`config.mk`:
```
export PLATFORM = sky130hd
export DESIGN_NAME = exc_ctrl
export DESIGN_NICKNAME = d
export VERILOG_FILES = /design/src/rtl/exc_ctrl.sv
export SDC_FILE = /design/constraint.sdc
export NUM_CORES = 1
export LEC_CHECK = 0
export ABC_AREA = 1
export CAP_MARGIN = 20
export CORE_MARGIN = 2
export CORE_UTILIZATION = 35
export DETAILED_ROUTE_END_ITERATION = 16
export GPL_ROUTABILITY_DRIVEN = 0
export PLACE_DENSITY = 0.64
export SETUP_SLACK_MARGIN = 0.3
export SYNTH_ARGS = -nofsm -noshare
export SYNTH_HDL_FRONTEND = slang
export SYNTH_SLANG_ARGS = --single-unit
```
`constraint.sdc`:
```
create_clock -name clk -period 13.88 [get_ports clk]
set_clock_uncertainty 0.1 [all_clocks]
set_input_delay 3.47 -clock clk [delete_from_list [all_inputs] [get_ports clk]]
set_output_delay 3.47 -clock clk [all_outputs]
set_load 0.02 [all_outputs]
```
`src/rtl/exc_ctrl.sv`:
```
// CP0 register file and exception/interrupt/eret arbiter beside write-back.
// Kills the committing instruction, flushes younger stages and holds a fetch redirect until acked.
module exc_ctrl (
    input  logic        clk,
    input  logic        reset,
    input  logic        wb_valid,
    input  logic [31:0] wb_pc,
    input  logic [5:0]  wb_exc,
    input  logic        wb_eret,
    input  logic [31:0] wb_badaddr,
    input  logic [5:0]  int_in,
    input  logic        cp0_wen,
    input  logic [7:0]  cp0_waddr,
    input  logic [31:0] cp0_wdata,
    input  logic [7:0]  cp0_raddr,
    output logic [31:0] cp0_rdata,
    output logic        commit_kill,
    output logic        cancel,
    output logic        exc_valid,
    output logic [31:0] exc_pc,
    input  logic        redirect_ack
);

    localparam int unsigned XLEN     = 32;
    localparam int unsigned CODE_W   = 5;
    localparam int unsigned IP_W     = 8;

    localparam logic [XLEN-1:0] EXC_ENTER_ADDR = 32'h0000_0000;

    // {rd, sel} encodings of the implemented registers
    localparam logic [7:0] ADDR_BADVADDR = 8'h40;
    localparam logic [7:0] ADDR_COUNT    = 8'h48;
    localparam logic [7:0] ADDR_COMPARE  = 8'h58;
    localparam logic [7:0] ADDR_STATUS   = 8'h60;
    localparam logic [7:0] ADDR_CAUSE    = 8'h68;
    localparam logic [7:0] ADDR_EPC      = 8'h70;

    localparam logic [CODE_W-1:0] CODE_INT  = 5'd0;
    localparam logic [CODE_W-1:0] CODE_ADEL = 5'd4;
    localparam logic [CODE_W-1:0] CODE_ADES = 5'd5;
    localparam logic [CODE_W-1:0] CODE_SYS  = 5'd8;
    localparam logic [CODE_W-1:0] CODE_BP   = 5'd9;
    localparam logic [CODE_W-1:0] CODE_RI   = 5'd10;
    localparam logic [CODE_W-1:0] CODE_OV   = 5'd12;

    typedef enum logic [0:0] {
        ST_IDLE     = 1'b0,
        ST_REDIRECT = 1'b1
    } state_t;

    state_t state_q;
    state_t state_d;

    logic [IP_W-1:0]   status_im;
    logic              status_exl;
    logic              status_ie;
    logic [1:0]        cause_ip_sw;
    logic [CODE_W-1:0] cause_exc;
    logic [XLEN-1:0]   epc_q;
    logic [XLEN-1:0]   badvaddr_q;
    logic [XLEN-1:0]   count_q;
    logic [XLEN-1:0]   compare_q;
    logic              tick_q;
    logic              timer_pend_q;
    logic [XLEN-1:0]   exc_pc_q;

    logic [IP_W-1:0]   cause_ip;
    logic              int_pend;
    logic              any_exc;
    logic              in_idle;
    logic              trigger;
    logic              take_exc;
    logic              take_eret;
    logic [CODE_W-1:0] exc_code;
    logic              addr_err;
    logic              wr_en;
    logic              wr_status;
    logic              wr_cause;
    logic              wr_epc;
    logic              wr_count;
    logic              wr_compare;

    // Pending view: hardware lines and timer on IP[7:2], software bits on IP[1:0]
    assign cause_ip  = {int_in[5] | timer_pend_q, int_in[4:0], cause_ip_sw};
    assign int_pend  = status_ie & ~status_exl & (|(cause_ip & status_im));
    assign any_exc   = int_pend | (|wb_exc);
    assign in_idle   = (state_q == ST_IDLE);
    assign trigger   = in_idle & wb_valid & (any_exc | wb_eret);
    assign take_exc  = trigger & any_exc;
    assign take_eret = trigger & ~any_exc;

    // Fixed-priority cause selection; interrupts beat every synchronous exception
    always_comb begin
        exc_code = CODE_INT;
        addr_err = 1'b0;
        if (int_pend) begin
            exc_code = CODE_INT;
        end else if (wb_exc[5]) begin
            exc_code = CODE_ADEL;
            addr_err = 1'b1;
        end else if (wb_exc[4]) begin
            exc_code = CODE_RI;
        end else if (wb_exc[3]) begin
            exc_code = CODE_SYS;
        end else if (wb_exc[2]) begin
            exc_code = CODE_BP;
        end else if (wb_exc[1]) begin
            exc_code = CODE_OV;
        end else if (wb_exc[0]) begin
            exc_code = CODE_ADES;
            addr_err = 1'b1;
        end
    end

    // mtc0 is dropped while redirecting and when it collides with a trigger
    always_comb begin
        wr_en      = cp0_wen & in_idle & ~trigger;
        wr_status  = wr_en & (cp0_waddr == ADDR_STATUS);
        wr_cause   = wr_en & (cp0_waddr == ADDR_CAUSE);
        wr_epc     = wr_en & (cp0_waddr == ADDR_EPC);
        wr_count   = wr_en & (cp0_waddr == ADDR_COUNT);
        wr_compare = wr_en & (cp0_waddr == ADDR_COMPARE);
    end

    // FSM state register
    always_ff @(posedge clk or posedge reset) begin
        if (reset) begin
            state_q <= ST_IDLE;
        end else begin
            state_q <= state_d;
        end
    end

    // FSM next state
    always_comb begin
        state_d = state_q;
        case (state_q)
            ST_IDLE:     if (trigger)      state_d = ST_REDIRECT;
            ST_REDIRECT: if (redirect_ack) state_d = ST_IDLE;
            default:                       state_d = ST_IDLE;
        endcase
    end

    // FSM outputs; exc_valid decodes straight from the state flop
    always_comb begin
        commit_kill = 1'b0;
        cancel      = 1'b0;
        exc_valid   = 1'b0;
        if (state_q == ST_REDIRECT) begin
            cancel    = 1'b1;
            exc_valid = 1'b1;
        end else if (trigger) begin
            cancel      = 1'b1;
            commit_kill = take_exc;
        end
    end

    // Status: implemented fields IM, EXL, IE
    always_ff @(posedge clk or posedge reset) begin
        if (reset) begin
            status_im  <= '0;
            status_exl <= 1'b0;
            status_ie  <= 1'b0;
        end else if (take_exc) begin
            status_exl <= 1'b1;
        end else if (take_eret) begin
            status_exl <= 1'b0;
        end else if (wr_status) begin
            status_im  <= cp0_wdata[15:8];
            status_exl <= cp0_wdata[1];
            status_ie  <= cp0_wdata[0];
        end
    end

    // Cause: ExcCode set by hardware, only IP[1:0] software-writable
    always_ff @(posedge clk or posedge reset) begin
        if (reset) begin
            cause_exc   <= '0;
            cause_ip_sw <= '0;
        end else begin
            if (take_exc) begin
                cause_exc <= exc_code;
            end
            if (wr_cause) begin
                cause_ip_sw <= cp0_wdata[9:8];
            end
        end
    end

    // EPC and BadVAddr
    always_ff @(posedge clk or posedge reset) begin
        if (reset) begin
            epc_q      <= '0;
            badvaddr_q <= '0;
        end else begin
            if (take_exc) begin
                epc_q <= wb_pc;
            end else if (wr_epc) begin
                epc_q <= cp0_wdata;
            end
            if (take_exc && addr_err) begin
                badvaddr_q <= wb_badaddr;
            end
        end
    end

    // Count advances every other cycle; a Count write restarts the half-rate phase
    always_ff @(posedge clk or posedge reset) begin
        if (reset) begin
            count_q <= '0;
            tick_q  <= 1'b0;
        end else if (wr_count) begin
            count_q <= cp0_wdata;
            tick_q  <= 1'b0;
        end else begin
            tick_q <= ~tick_q;
            if (tick_q) begin
                count_q <= count_q + XLEN'(1);
            end
        end
    end

    // Compare and the sticky timer interrupt; a Compare write clears it
    always_ff @(posedge clk or posedge reset) begin
        if (reset) begin
            compare_q    <= '0;
            timer_pend_q <= 1'b0;
        end else if (wr_compare) begin
            compare_q    <= cp0_wdata;
            timer_pend_q <= 1'b0;
        end else if (count_q == compare_q) begin
            timer_pend_q <= 1'b1;
        end
    end

    // Redirect target, captured with the trigger and held through REDIRECT
    always_ff @(posedge clk or posedge reset) begin
        if (reset) begin
            exc_pc_q <= '0;
        end else if (take_exc) begin
            exc_pc_q <= EXC_ENTER_ADDR;
        end else if (take_eret) begin
            exc_pc_q <= epc_q;
        end
    end

    assign exc_pc = exc_pc_q;

    // mfc0 read mux
    always_comb begin
        cp0_rdata = '0;
        case (cp0_raddr)
            ADDR_BADVADDR: cp0_rdata = badvaddr_q;
            ADDR_COUNT:    cp0_rdata = count_q;
            ADDR_COMPARE:  cp0_rdata = compare_q;
            ADDR_STATUS:   cp0_rdata = {16'h0000, status_im, 6'b000000, status_exl, status_ie};
            ADDR_CAUSE:    cp0_rdata = {16'h0000, cause_ip, 1'b0, cause_exc, 2'b00};
            ADDR_EPC:      cp0_rdata = epc_q;
            default:       cp0_rdata = '0;
        endcase
    end

endmodule

```
Word-level counts from Yosys, hierarchy flattened
Index checks and enable logic that the tools add are counted.

storage, ports and cells
  flip-flop bits (word level) = 180
  logic and storage cells = 93
  input port bits = 130
  output and inout port bits = 67

operators by class
  multiplexer cells = 34
  reduce and logical (&&, ||, !) cells = 9
  equal/unequal tests = 12
  add/subtract/negate cells = 1
  bitwise gates (word level) = 24

operators with widths
  kind                   number
  $mux 32                6
  $pmux 32 s6            1
  $eq 8x7->1 const B     11
  $add 32x1->32 const B  1
  $eq 32x32->1           1
  $mux 4                 6
  $mux 1                 19
  $and 1x1->1            13
  $and 8x8->8            1
  $reduce_bool 2->1      4
  $reduce_or 8->1        1
  $not 1->1              7
  $reduce_or 6->1        1
  $mux 3                 1
  $or 1x1->1             3
  $reduce_and 3->1       1
  $reduce_bool 3->1      1
  $pmux 1 s2             1
  $logic_and 1x1->1      1

Logic depth before layout (Yosys ltp)
  depth after elaboration = 13
  gate-level depth with buffers = 13
  depth with buffers taken out = 12

Least setup slack after synthesis
No wires, ideal clock.

  path kind = input -> output
  start = input cp0_raddr[1]
  end = output cp0_rdata[19]
  path slack = 5.549 ns
  arrival time = 4.761 ns
  data required time = 10.310 ns
  stages = 5
  path buffers = 1
  cells stage by stage = or2_2 nor3_1 nand2_1 clkbuf_1 o2111ai_1

on the way
  word-level cells in the longest chain between the ends = 2
  elaborated cells between the ends (all ways) = 7
  classes of those cells = eq/ne: 6; mux: 1

RTL lines
  item             line  RTL
  from (decl)      15    input logic [7:0] cp0_raddr,
  $eq 8x7->1       252   case (cp0_raddr)
  $pmux 32 s6 (*)  252
  to (decl)        16    output logic [31:0] cp0_rdata,

Mark *: on every way between the ends. The rest lies on a longest branch, timed or not.

Worst setup path in the final report
  start = input cp0_raddr[1]
  end = output cp0_rdata[29]

Same word-level chain as after synthesis.

==> out/metrics.csv <==
metric,value,unit
largest net degree at the start of global routing,74,
RSZ-0062 raised after global routing,false,
GRT Total Usage,0.232,
pwr/cell area,116,nW/um2
Synth area leader,dfrtp_1,
Crit. End Element,primary output,
fin util,0.451,
Initial Util,0.358,
fin area,13000,um2
"Seq/Total Area, Yosys",0.433,
io pins,197,
Comb pwr share,0.241,
CORE AREA,28900,um2
Clock Pin Slew Worst Setup and Hold Paths,0.07,ns
area of the die,31000,um2
Reg power frac,0.441,
grt ovf,0,
first-pass GRT wire length,56200,um
CP Cell Sequence,clkdlybuf4s50_1 > or2_2 > nor3_1 > nand2_1 > inv_1 > buf_4 > nand2_1 > o2111ai_1 > clkdlybuf4s50_1,
TritonCTS buffer count,17,
WL/cell,17.9,um
cts hold-fix bufs,0,
postcts setup bufs,0,
most frequent cells in the layout,"529 x nand2_1, 196 x clkdlybuf4s50_1, 179 x dfrtp_1",
Mapped Nets,1555,
CTS tree,yes,
Synth top area share,0.433,
type of the most critical hold path,reg2reg,
Yosys reg bits,179,
final hold slack,0.382,ns
"slowest stage delay, CP",0.67,ns
"Slowest-stage cell, CP",clkdlybuf4s50_1,
cell count after synthesis,1424,
slew margin rel.,0.261,
minimum clock period after layout,9.53,ns
number of global-route vias before repair,9821,
DP Area,12500,um2
Root Driver,clkbuf_16,
"Area growth, synth to finish",26.1,%
"Buf+Inv Stages, Crit Path",4,
dpl ws,4.34,ns
final setup TNS,0,ns
CP arrival,5.96,ns
share of cells above drive strength 1,0.0473,
Routed WL,35300,um
nets,1703,
"Primary FF master, synth",dfrtp_1,
Placed Cells,1937,
power share of the clock group,0.318,
worst setup margin,4.35,ns
crit start category,primary input,
HPWL Detailed,25500,um
Die Y,176,um
antenna violations before repair,0,
Row Count,62,
Die W,176,um
"Avg Cell Area, Syn",7.27,um2
Switching Power,0.510,mW
# DRC,0,
H-tree Lvls,4,
Top Layer Used,met4,
Port-buffer cells,196,
via count,10257,
Final Cycle Share,0.687,
Pint,1.00,mW
Max Cap Violations,0,
Worst Max-Slew Pin Slew,1.10,ns
critical path class,in2out,
Post-synth EDFFs,0,
Fmax,105,MHz
Non-Filler Instances,1969,
final setup vio count,0,
Sink Count,179,
"Hold Violations, Final",0,
Starting DRT DRC Count,862,
Cell variety after synth,42,
Worst EP required,10.31,ns
Worst Path Max Fanout,32,
Via density,5.21,
ant diodes,0,
Clock Path Buffers,2,
post-route ant nets,0,
Synth area leaders,"dfrtp_1 43%, nand2_1 19%, nand3_1 6.0%, inv_1 4.5%, nand4_1 2.7%",
VDD IR max,62.5,uV
"delay-heaviest family, CP",buffers and inverters,
status,"finished, final reports clean",
met3 wire len,2610,um
fraction of registers with async set/reset,1.00,
Synth Warn #,0,
Met1 Wirelength,16500,um
Switching Share,0.338,
"Cell Area, Synth",10300,um2
total power,1.51,mW
Worst-Skew Late Latency,0.44,ns
Pins Over Slew Limit,0,
DR pass1 iterations,6,
WL met2,15500,um
Leak,5.90,nW
CTS-repair resized insts,0,
"most common cell after layout, fill and taps aside",nand2_1,
layer usage:
layer | vias to the layer above | track usage
met3 | 49 | 0.0433
met1 | 4854 | 0.341
met4 | 0 | 0.0613
li1 | 4956 | -
met2 | 398 | 0.350
met5 | - | 0
cell usage after synthesis (3+ instances only):
master,number
o21ai_0,28
o31ai_1,32
nand2_2,4
xnor2_1,18
dfrtp_1,179
o21ai_1,53
buf_1,4
nand2_1,530
inv_1,123
nor3_1,27
nand3_1,124
nand3b_1,10
buf_6,7
o211ai_1,3
xor2_1,14
or2_2,5
o22ai_1,8
buf_2,24
nor3_2,4
nor2_1,47
buf_4,11
inv_2,5
clkbuf_1,34
o2111ai_1,21
a21oi_1,46
nand4_1,45
power by group through the flow:
stage | combinational, mW | sequential (mW) | clock (mW)
after floorplan | 0.203 | 0.672 | 0
after global placement | 0.358 | 0.675 | 0
after detailed placement | 0.362 | 0.675 | 0
after CTS | 0.364 | 0.666 | 0.486
after global routing | 0.406 | 0.676 | 0.510
final | 0.363 | 0.666 | 0.480
cell families after synthesis:
logic type | after synthesis | synth area share
AOI/OAI and AO/OA | 194 | 0.114
xor gates and xnor gates | 32 | 0.0271
adders and majority gates | 1 | 0.00121
buffers and inverters | 210 | 0.0881
DFF | 179 | 0.433
and+or+nand+nor | 808 | 0.337
worst paths after layout:
| kind | from | slack (ns) | cells after the start | endpoint |
|---|---|---|---|---|
| worst min register to register | status_ie$_DFFE_PP0P_ | 0.38 | 2 | status_ie$_DFFE_PP0P_ |
| worst max register to register | status_im[6]$_DFFE_PP0P_ | 10.42 | 12 | timer_pend_q$_DFFE_PP0P_ |
| worst min-delay path | status_ie$_DFFE_PP0P_ | 0.38 | 2 | status_ie$_DFFE_PP0P_ |
| worst max-delay path | cp0_raddr[1] | 4.35 | 9 | cp0_rdata[29] |
| max in group asynchronous | reset | 8.99 | 3 | epc_q[16]$_DFFE_PP0P_ |
| min in group asynchronous | reset | 3.42 | 2 | exc_pc[26]$_DFFE_PP0P_ |
state kept, by name, summed over array words and instances (netlist names), 2 cells and up:
register,cells
exc_pc,32
badvaddr_q,32
count_q,32
cause_exc,4
compare_q,32
cause_ip_sw,2
epc_q,32
status_im,8
cell type report:
class	count	area, um2
clock buffers	19	443
well taps	384	480
flip-flops and latches	179	4480
inverters	130	493
clock inverters	13	125
repair buffers	209	2060
multi-input cells	1035	4970
fillers	2939	15900
worst register-to-register path: cells and delay by family, from the launching register on:
kind                   cells  cell delay, ns
buffers and inverters      1            0.05
and+or+nand+nor           11            2.80
DFF                        1            0.40
Note: power is estimated with default switching activity, not from simulation.
